===== config.mk =====
export PLATFORM = sky130hd
export DESIGN_NAME = psg_reg_file
export DESIGN_NICKNAME = d
export VERILOG_FILES = /design/src/rtl/psg_reg_file.sv
export SDC_FILE = /design/constraint.sdc
export NUM_CORES = 1
export LEC_CHECK = 0
export ABC_AREA = 1
export ABC_CLOCK_PERIOD_IN_PS = 3750
export CORE_UTILIZATION = 58
export DETAILED_ROUTE_END_ITERATION = 16
export PLACE_DENSITY = 0.85
export SLEW_MARGIN = 30
export SYNTH_ARGS = -nofsm -noshare
export SYNTH_HDL_FRONTEND = slang
export SYNTH_SLANG_ARGS = --single-unit
export TNS_END_PERCENT = 30

===== constraint.sdc =====
create_clock -name clk -period 3.75 [get_ports clk]
set_input_delay 0.9375 -clock clk [delete_from_list [all_inputs] [get_ports clk]]
set_output_delay 0.9375 -clock clk [all_outputs]
set_load 0.05 [all_outputs]

===== src/rtl/psg_reg_file.sv =====
// psg_reg_file: SN76489-compatible PSG register file for the SMS sound path.
// Z80 port-0x7F bytes are queued in a small write FIFO. They are then decoded
// through the latch/data protocol into three tone periods, four attenuations
// and the noise control. A pacing gap after each tone update keeps the
// synthesiser dividers from seeing a new period while they are still busy.
// Optional feature: define PSG_READBACK_EN to add the rd_addr/rd_data readback port.
module psg_reg_file #(
    parameter int FIFO_DEPTH = 4,
    parameter int UPDATE_GAP = 20
) (
    input  logic            clk,
    input  logic            reset,
    input  logic            wr_valid,
    input  logic [7:0]      wr_data,
    output logic            wr_ready,
    output logic [2:0][9:0] tone_freq,
    output logic [2:0]      tone_update,
    output logic [3:0][3:0] atten,
    output logic [2:0]      noise_ctrl,
    output logic            noise_reset,
    output logic [2:0]      latch_reg,
    output logic            busy
`ifdef PSG_READBACK_EN
    ,
    input  logic [2:0]      rd_addr,
    output logic [9:0]      rd_data
`endif
);

    localparam int PTR_W = (FIFO_DEPTH > 1) ? $clog2(FIFO_DEPTH) : 1;
    localparam int CNT_W = $clog2(FIFO_DEPTH + 1);
    localparam int GAP_W = $clog2(UPDATE_GAP + 1);
    localparam logic [CNT_W-1:0] FULL_COUNT = CNT_W'(FIFO_DEPTH);
    localparam logic [GAP_W-1:0] GAP_LOAD   = GAP_W'(UPDATE_GAP - 1);

    logic [7:0]       fifo_mem [FIFO_DEPTH];
    logic [PTR_W-1:0] wr_ptr;
    logic [PTR_W-1:0] rd_ptr;
    logic [CNT_W-1:0] count;
    logic [GAP_W-1:0] gap;

    logic       push;
    logic       pop;
    logic [7:0] pop_data;
    logic [2:0] target;
    logic [1:0] ch;
    logic       is_atten;
    logic       is_noise;
    logic       is_tone;

    // FIFO handshake and pop qualification.
    assign wr_ready = (count != FULL_COUNT);
    assign push     = wr_valid && wr_ready;
    assign pop      = (count != '0) && (gap == '0);
    assign busy     = (count != '0) || (gap != '0);

    // A data byte (bit7=0) writes to whichever register was latched last.
    assign pop_data = fifo_mem[rd_ptr];
    assign target   = pop_data[7] ? pop_data[6:4] : latch_reg;
    assign ch       = target[2:1];
    assign is_atten = target[0];
    assign is_noise = !target[0] && (ch == 2'd3);
    assign is_tone  = !target[0] && (ch != 2'd3);

    // FIFO storage: writes the incoming byte at the tail.
    // NOTE: data storage has no reset; the reset pointers and count mark every entry invalid.
    always_ff @(posedge clk) begin
        if (push) begin
            fifo_mem[wr_ptr] <= wr_data;
        end
    end

    // FIFO pointers and occupancy; reset flushes anything queued.
    // NOTE: state is updated with non-blocking assignments so all registers sample the same pre-edge values.
    always_ff @(posedge clk or posedge reset) begin
        if (reset) begin
            wr_ptr <= '0;
            rd_ptr <= '0;
            count  <= '0;
        end else begin
            if (push) begin
                wr_ptr <= wr_ptr + PTR_W'(1);
            end
            if (pop) begin
                rd_ptr <= rd_ptr + PTR_W'(1);
            end
            case ({push, pop})
                2'b10:   count <= count + CNT_W'(1);
                2'b01:   count <= count - CNT_W'(1);
                default: count <= count;
            endcase
        end
    end

    // Pacing gap: a tone update blocks further pops for UPDATE_GAP cycles.
    always_ff @(posedge clk or posedge reset) begin
        if (reset) begin
            gap <= '0;
        end else if (pop && is_tone) begin
            gap <= GAP_LOAD;
        end else if (gap != '0) begin
            gap <= gap - GAP_W'(1);
        end
    end

    // Register decode: applies the popped byte and raises the 1-cycle update pulses.
    always_ff @(posedge clk or posedge reset) begin
        if (reset) begin
            tone_freq   <= '0;
            atten       <= {4{4'hF}};
            noise_ctrl  <= '0;
            latch_reg   <= '0;
            tone_update <= '0;
            noise_reset <= 1'b0;
        end else begin
            tone_update <= '0;
            noise_reset <= 1'b0;
            if (pop) begin
                if (pop_data[7]) begin
                    latch_reg <= pop_data[6:4];
                end
                if (is_atten) begin
                    atten[ch] <= pop_data[3:0];
                end else if (is_noise) begin
                    noise_ctrl  <= pop_data[2:0];
                    noise_reset <= 1'b1;
                end else begin
                    for (int i = 0; i < 3; i++) begin
                        if (ch == 2'(i)) begin
                            if (pop_data[7]) begin
                                tone_freq[i][3:0] <= pop_data[3:0];
                            end else begin
                                tone_freq[i][9:4] <= pop_data[5:0];
                            end
                            tone_update[i] <= 1'b1;
                        end
                    end
                end
            end
        end
    end

`ifdef PSG_READBACK_EN
    // Combinational readback mux over the architectural registers.
    // NOTE: rd_data gets a default first so no path through the case infers a latch.
    always_comb begin
        rd_data = '0;
        case (rd_addr)
            3'd0:    rd_data = tone_freq[0];
            3'd1:    rd_data = tone_freq[1];
            3'd2:    rd_data = tone_freq[2];
            3'd3:    rd_data = {7'b0, noise_ctrl};
            3'd4:    rd_data = {6'b0, atten[0]};
            3'd5:    rd_data = {6'b0, atten[1]};
            3'd6:    rd_data = {6'b0, atten[2]};
            default: rd_data = {6'b0, atten[3]};
        endcase
    end
`endif

endmodule


# Yosys cells after proc, flatten, opt, wreduce, memory -nomap -nowiden
# Memory sizes are Yosys's and may differ from the RTL's.
# Cells that the tools add are included.
# classes
addsub	5
n_reduce_logical	22
n_bitwise	3
n_mux	18
magnitude_cmp	2
n_eq_ne	7
# ops
op	n
AND reduction 5 bit	6
bitwise mux 16 bit	1
2-to-1 mux 3 bit	4
2-to-1 mux 5 bit	2
demux 4 bit (select 2 bit)	1
2-to-1 mux 1 bit	8
equality test 2 bit (second input constant)	3
logical AND 1 bit	6
case mux 3 bit (2 select lines)	1
logical NOT 5 bit	1
nonzero test 5 bit	1
subtractor 5 x 1 -> 5 bit (second input constant)	1
adder 2 x 1 -> 2 bit (second input constant)	2
equality test 2 x 1 -> 1 bit (second input constant)	2
2-to-1 mux 4 bit	1
nonzero test 2 bit	2
adder 3 x 1 -> 3 bit (second input constant)	1
less-than comparator 2 x 3 -> 1 bit (second input constant)	1
!= test 3 bit (second input constant)	1
NOT 1 bit	3
AND reduction 3 bit	1
nonzero test 3 bit	1
subtractor 3 x 1 -> 3 bit (second input constant)	1
greater-or-equal comparator 2 x 1 -> 1 bit (second input constant)	1
other kinds (5)	5
# word_totals
regBits	68
ram_bits	32
word_cells	76
output_inout_bits	58
inputBits	11
memories	1
# memory_table
memory	depth	word_bits	read_ports	rd_clocked_by_memory_dff	wr	line_no	source
fifo_mem	4	8	1	0	1	36	logic [7:0] fifo_mem [FIFO_DEPTH];

# Depth between registers and ports, before layout
# An unclocked memory read counts as a cell.
# logic_depth
ltp_word	7
mapped_depth	12
depth_no_buf	11

# Worst setup path before layout
# No wires, ideal clock.
# synth_path
kind	register -> register
startpoint	register count[0]
endpoint	register count[2]
synth_period_minus_slack_ps	2223
n_path_buf	0
path_stages_with_launch	9
setup_ps	124
slack_ps	1527
required_time_ps	3626
arrival_time_ps	2099
path_cell_list	dfrtp_1 > nor2_1 > nand2_1 > nand2_1 > ha_1 > fa_1 > a21oi_1 > o21ai_0 > xnor2_1
# synth_between
elab_chain_len	4
# synth_lines
element	line_no	source
start: declaration	39	logic [CNT_W-1:0] count;
start signal: assignment	88	2'b10: count <= count + CNT_W'(1);
start signal: assignment	89	2'b01: count <= count - CNT_W'(1);
start signal: assignment	90	default: count <= count;
!= test 3 bit (*)	52	assign wr_ready = (count != FULL_COUNT);
via wr_ready	15	output logic wr_ready,
logical AND 1 bit (*)	53	assign push = wr_valid && wr_ready;
equality test 2 x 1 -> 1 bit or equality test 2 bit (tied branches)	87	case ({push, pop})
case mux 3 bit (2 select lines) or nonzero test 2 bit (tied branches)	--	
# Mark *: on every way through the listed nets, which the timed path passes. The rest lies on a longest branch.
# A chain may end at the register's enable or synchronous reset.

# Final worst setup path
# layout_path
startpoint	register gap[0]
endpoint	output busy
# layout_between
elab_chain_len	2
# layout_lines
element	line_no	source
start: declaration	40	logic [GAP_W-1:0] gap;
start signal: assignment	102	gap <= gap - GAP_W'(1);
nonzero test 5 bit	55	assign busy = (count != '0) || (gap != '0);
logical OR 1 bit	55	
end: declaration	22	output logic busy
# Every way passes these cells.

==> results.md <==
* Yosys cell types at 32
* Post-Route Hold Slack at 477 ps
* Post-synthesis area per instance at 10.1 um2
* Number of nets produced by synthesis at 454
* Most common cell type on the critical path: sky130_fd_sc_hd__inv_1
* CTS tree: built
* Cell depth of the worst flop-to-flop path at 11
* Worst setup EP type: output port
* Required time reported for the critical path endpoint at 2810 ps
* Fin Clk Skew at 12.5 ps
* Headroom to the max-slew limit at 49.4%
* Max IR drop VDD at 456 uV
* Slew at the pin with the worst max-slew slack at 756 ps
* Worst hold path class: reg -> reg
* Vertical die dimension at 89.2 um
* Most frequent standard cell in the layout excluding fill and tap cells: sky130_fd_sc_hd__nand2_1
* DIE AREA at 0.00796 mm2
* Syn-to-layout area delta at 21.6%
* Total Routing Usage GR at 25.4%
* Clock insertion delay at the later pin of the skew report at 370 ps
* Width of the die at 89.2 um
* Reg with most FFs: fifo_mem
* Area of the core at 0.00729 mm2
* Number of instances resized during post-cts repair at 0
* Pin count of the biggest net entering global routing at 28
* Register-to-Register Setup Slack at 1310 ps
* Initial DRC Count at 190
* Cells along the critical path: inv_1 > ha_1 > nand3b_2 > inv_1 > nand2_1 > clkdlybuf4s50_1
* Setup TNS at 0 ps
* Number of instances in the placed design at 595
* Critical path fanouts, max at 7
* Critical Path End: busy
* Area of the mapped netlist at 0.00441 mm2
* Setup repair after global routing missed its margin: false
* Number of CTS-inserted buffers at 9
* Net Sw Frac at 48.4%
* Run status: finished, final reports clean
* Cell at the slowest stage of the critical path: sky130_fd_sc_hd__clkdlybuf4s50_1
* Number of max-cap violations at 0
* Leading cell types in the layout, fill and taps excluded: sky130_fd_sc_hd__nand2_1 (159), sky130_fd_sc_hd__clkdlybuf4s50_1 (68), sky130_fd_sc_hd__dfrtp_1 (52), sky130_fd_sc_hd__nand3_1 (42), sky130_fd_sc_hd__edfxtp_1 (32)
* DRC errors left at 0
* Wire length of the first global-routing pass at 15.0 mm
* Floorplan row count at 31
* Setup crit start: gap[0]$_DFFE_PP0P_
* Top Registers: fifo_mem (32), tone_freq (30), atten (16)
* Destination of the worst register-to-register timing path: noise_ctrl[1]$_DFFE_PP0P_
* Cell-internal power at 2.59 mW
* Power share of the sequential group at 34.1%
* FF+latch count, synth at 100
* Power per cell area at 934 mW/mm2
* Total congestion overflow at 0
* I/O Buffers at 68
* Initial core utilization at 60.5%
* Number of nets in the final layout at 525
* Number of endpoints failing setup at the final stage at 0
* Final Instance Count excl. Fillers at 611
* Vias in the first global route at 3086
* Arrival time at the worst endpoint at 2180 ps
* Clock sink count at 100
* Post-synthesis instance total at 436
* PnR worst setup slack at 629 ps
* Synth Warn # at 0
* Category of the most critical setup path: reg -> out
* Deepest clock path buffer count at 2
* Total number of vias at 3353
* CTS Hold Buffers Added at 0
* Kind of start point of the critical path: flop
* Gp weighted congestion at 0.815
* Clock Power Share at 14.5%
* Detail-routed net length per standard cell at 15.4 um
* Final period util at 83.2%
* Pre-CTS setup slack at 929 ps
* Origin of the critical flop-to-flop path: rd_ptr[0]$_DFFE_PP0P_
* Number of vias per cell at 5.49
* Final wirelength at 9.41 mm
* Remaining antenna violation count after routing at 0
* Net switching power at 2.42 mW
* Sequential-to-total area share from yosys stat at 60.8%
* Achievable clock frequency at 320 MHz
* Clock Tree Root: sky130_fd_sc_hd__clkbuf_8
* Final Hold Vio Count at 0
* Post-CTS clock slew at the launch and capture registers of the worst setup and hold paths at 90 ps
* Min cycle time layout at 3120 ps
* Router iterations before antenna repair at 5
* Delay of the slowest cell on the worst path at 790 ps
* Leakage at 2.45 nW
* Total power of the final layout at 5.01 mW
* Total of fill cells in the finished design at 522
* Max Slew Vio Count at 0
* Antenna violations before repair at 0
* Antenna fix cells at 0
* Final HPWL DP at 6.62 mm
* Buffers inserted by post-CTS timing repair at 0
* Largest register FFs at 32
* CTS H-tree depth at 3
* Proportion of layout cells with a drive suffix above 1 at 13.9%
* Power share of the combinational group at 51.4%
* Num ports at 69
-- area by class of cell --
cell class	instances	area (um2)	area share [%]
flip-flops and latches	100	2680	50.0
multi-input cells	292	1520	28.2
repair buffers	71	703	13.1
clock buffers	10	149	2.78
inverters	33	124	2.31
well taps	99	124	2.31
clock inverters	6	67.6	1.26
-- metrics by stage --
| stage | utilization [%] | instance area [um2] |
|---|---|---|
| after global placement | 70.6 | 5150 |
| after floorplan | - | 4410 |
| after detailed placement | 70.6 | 5150 |
| after global routing | 73.6 | 5370 |
| final | 73.6 | 5370 |
| after CTS | 73.6 | 5370 |
-- worst max-delay path: cells and delay by family, from the launching register on --
| family | cells | cell delay [ps] |
|---|---|---|
| buf+inv | 3 | 950 |
| flops | 1 | 380 |
| simple gates | 2 | 250 |
| fa+ha+maj | 1 | 240 |
-- layer usage --
layer / track usage, % / part of all wire, % / wire, um / vias to the layer above
met4: 7.94 / 1.5 / 143 / 0
met2: 44.3 / 52 / 4890 / 124
li1: - / - / - / 1563
met3: 4.25 / 4.4 / 416 / 17
met5: 0 / 0 / 0 / -
met1: 32.8 / 42 / 3960 / 1649
-- cell families after synthesis --
group	synth area share (%)
and+or+nand+nor	25.5
DFF	60.8
xor gates and xnor gates	1.39
buffers and inverters	4.85
muxes	0.255
AOI/OAI and AO/OA	5.05
adders and majority gates	2.16
-- synth_stat cells --
library cell,instances,area [um2]
sky130_fd_sc_hd__o22ai_1,2,12.5
sky130_fd_sc_hd__nor2_1,10,37.5
sky130_fd_sc_hd__xor2_1,5,43.8
sky130_fd_sc_hd__nand3b_2,1,11.3
sky130_fd_sc_hd__nor2_4,6,67.6
sky130_fd_sc_hd__nand3_2,1,10.0
sky130_fd_sc_hd__nand3_4,1,17.5
sky130_fd_sc_hd__o21ai_0,8,40.0
sky130_fd_sc_hd__edfxtp_1,32,961
sky130_fd_sc_hd__nand4_2,3,37.5
sky130_fd_sc_hd__buf_2,3,15.0
sky130_fd_sc_hd__a32oi_2,4,65.1
sky130_fd_sc_hd__a21oi_1,6,30.0
sky130_fd_sc_hd__nand4_1,3,18.8
sky130_fd_sc_hd__nand2_2,9,56.3
sky130_fd_sc_hd__dfstp_2,16,420
sky130_fd_sc_hd__nand3_1,42,210
sky130_fd_sc_hd__o21ai_1,15,75.1
sky130_fd_sc_hd__mux2_2,1,11.3
sky130_fd_sc_hd__buf_6,5,56.3
sky130_fd_sc_hd__nand2_1,159,597
sky130_fd_sc_hd__ha_1,6,75.1
sky130_fd_sc_hd__buf_1,1,3.75
sky130_fd_sc_hd__fa_1,1,20.0
sky130_fd_sc_hd__nor3_1,2,10.0
sky130_fd_sc_hd__inv_1,29,109
sky130_fd_sc_hd__xnor2_1,2,17.5
sky130_fd_sc_hd__dfrtp_1,52,1300
sky130_fd_sc_hd__nor2_2,1,6.26
sky130_fd_sc_hd__buf_4,2,15.0
sky130_fd_sc_hd__inv_2,4,15.0
sky130_fd_sc_hd__nand2_4,4,45.0
-- power by group through the flow --
stage / Combinational, mW / Clock (mW) / Sequential, mW
4_1_cts: 2.57 / 0.734 / 1.71
5_1_grt: 2.78 / 0.767 / 1.75
3_3_place_gp: 2.47 / 0 / 1.71
2_1_floorplan: 1.19 / 0 / 2.37
6_report: 2.57 / 0.726 / 1.71
3_5_place_dp: 2.57 / 0 / 1.73
-- worst min-delay path by stage --
stage,cells past startpoint,end,startpoint
2_1_floorplan,2,gap[4]$_DFFE_PP0P_,gap[4]$_DFFE_PP0P_
3_3_place_gp,2,tone_freq[14]$_DFFE_PP0P_,tone_freq[14]$_DFFE_PP0P_
3_5_place_dp,2,tone_freq[16]$_DFFE_PP0P_,tone_freq[16]$_DFFE_PP0P_
4_1_cts,2,tone_freq[16]$_DFFE_PP0P_,tone_freq[16]$_DFFE_PP0P_
5_1_grt,2,atten[14]$_DFFE_PP1P_,atten[14]$_DFFE_PP1P_
6_report,2,tone_freq[16]$_DFFE_PP0P_,tone_freq[16]$_DFFE_PP0P_
(Power assumes the default switching activity.)
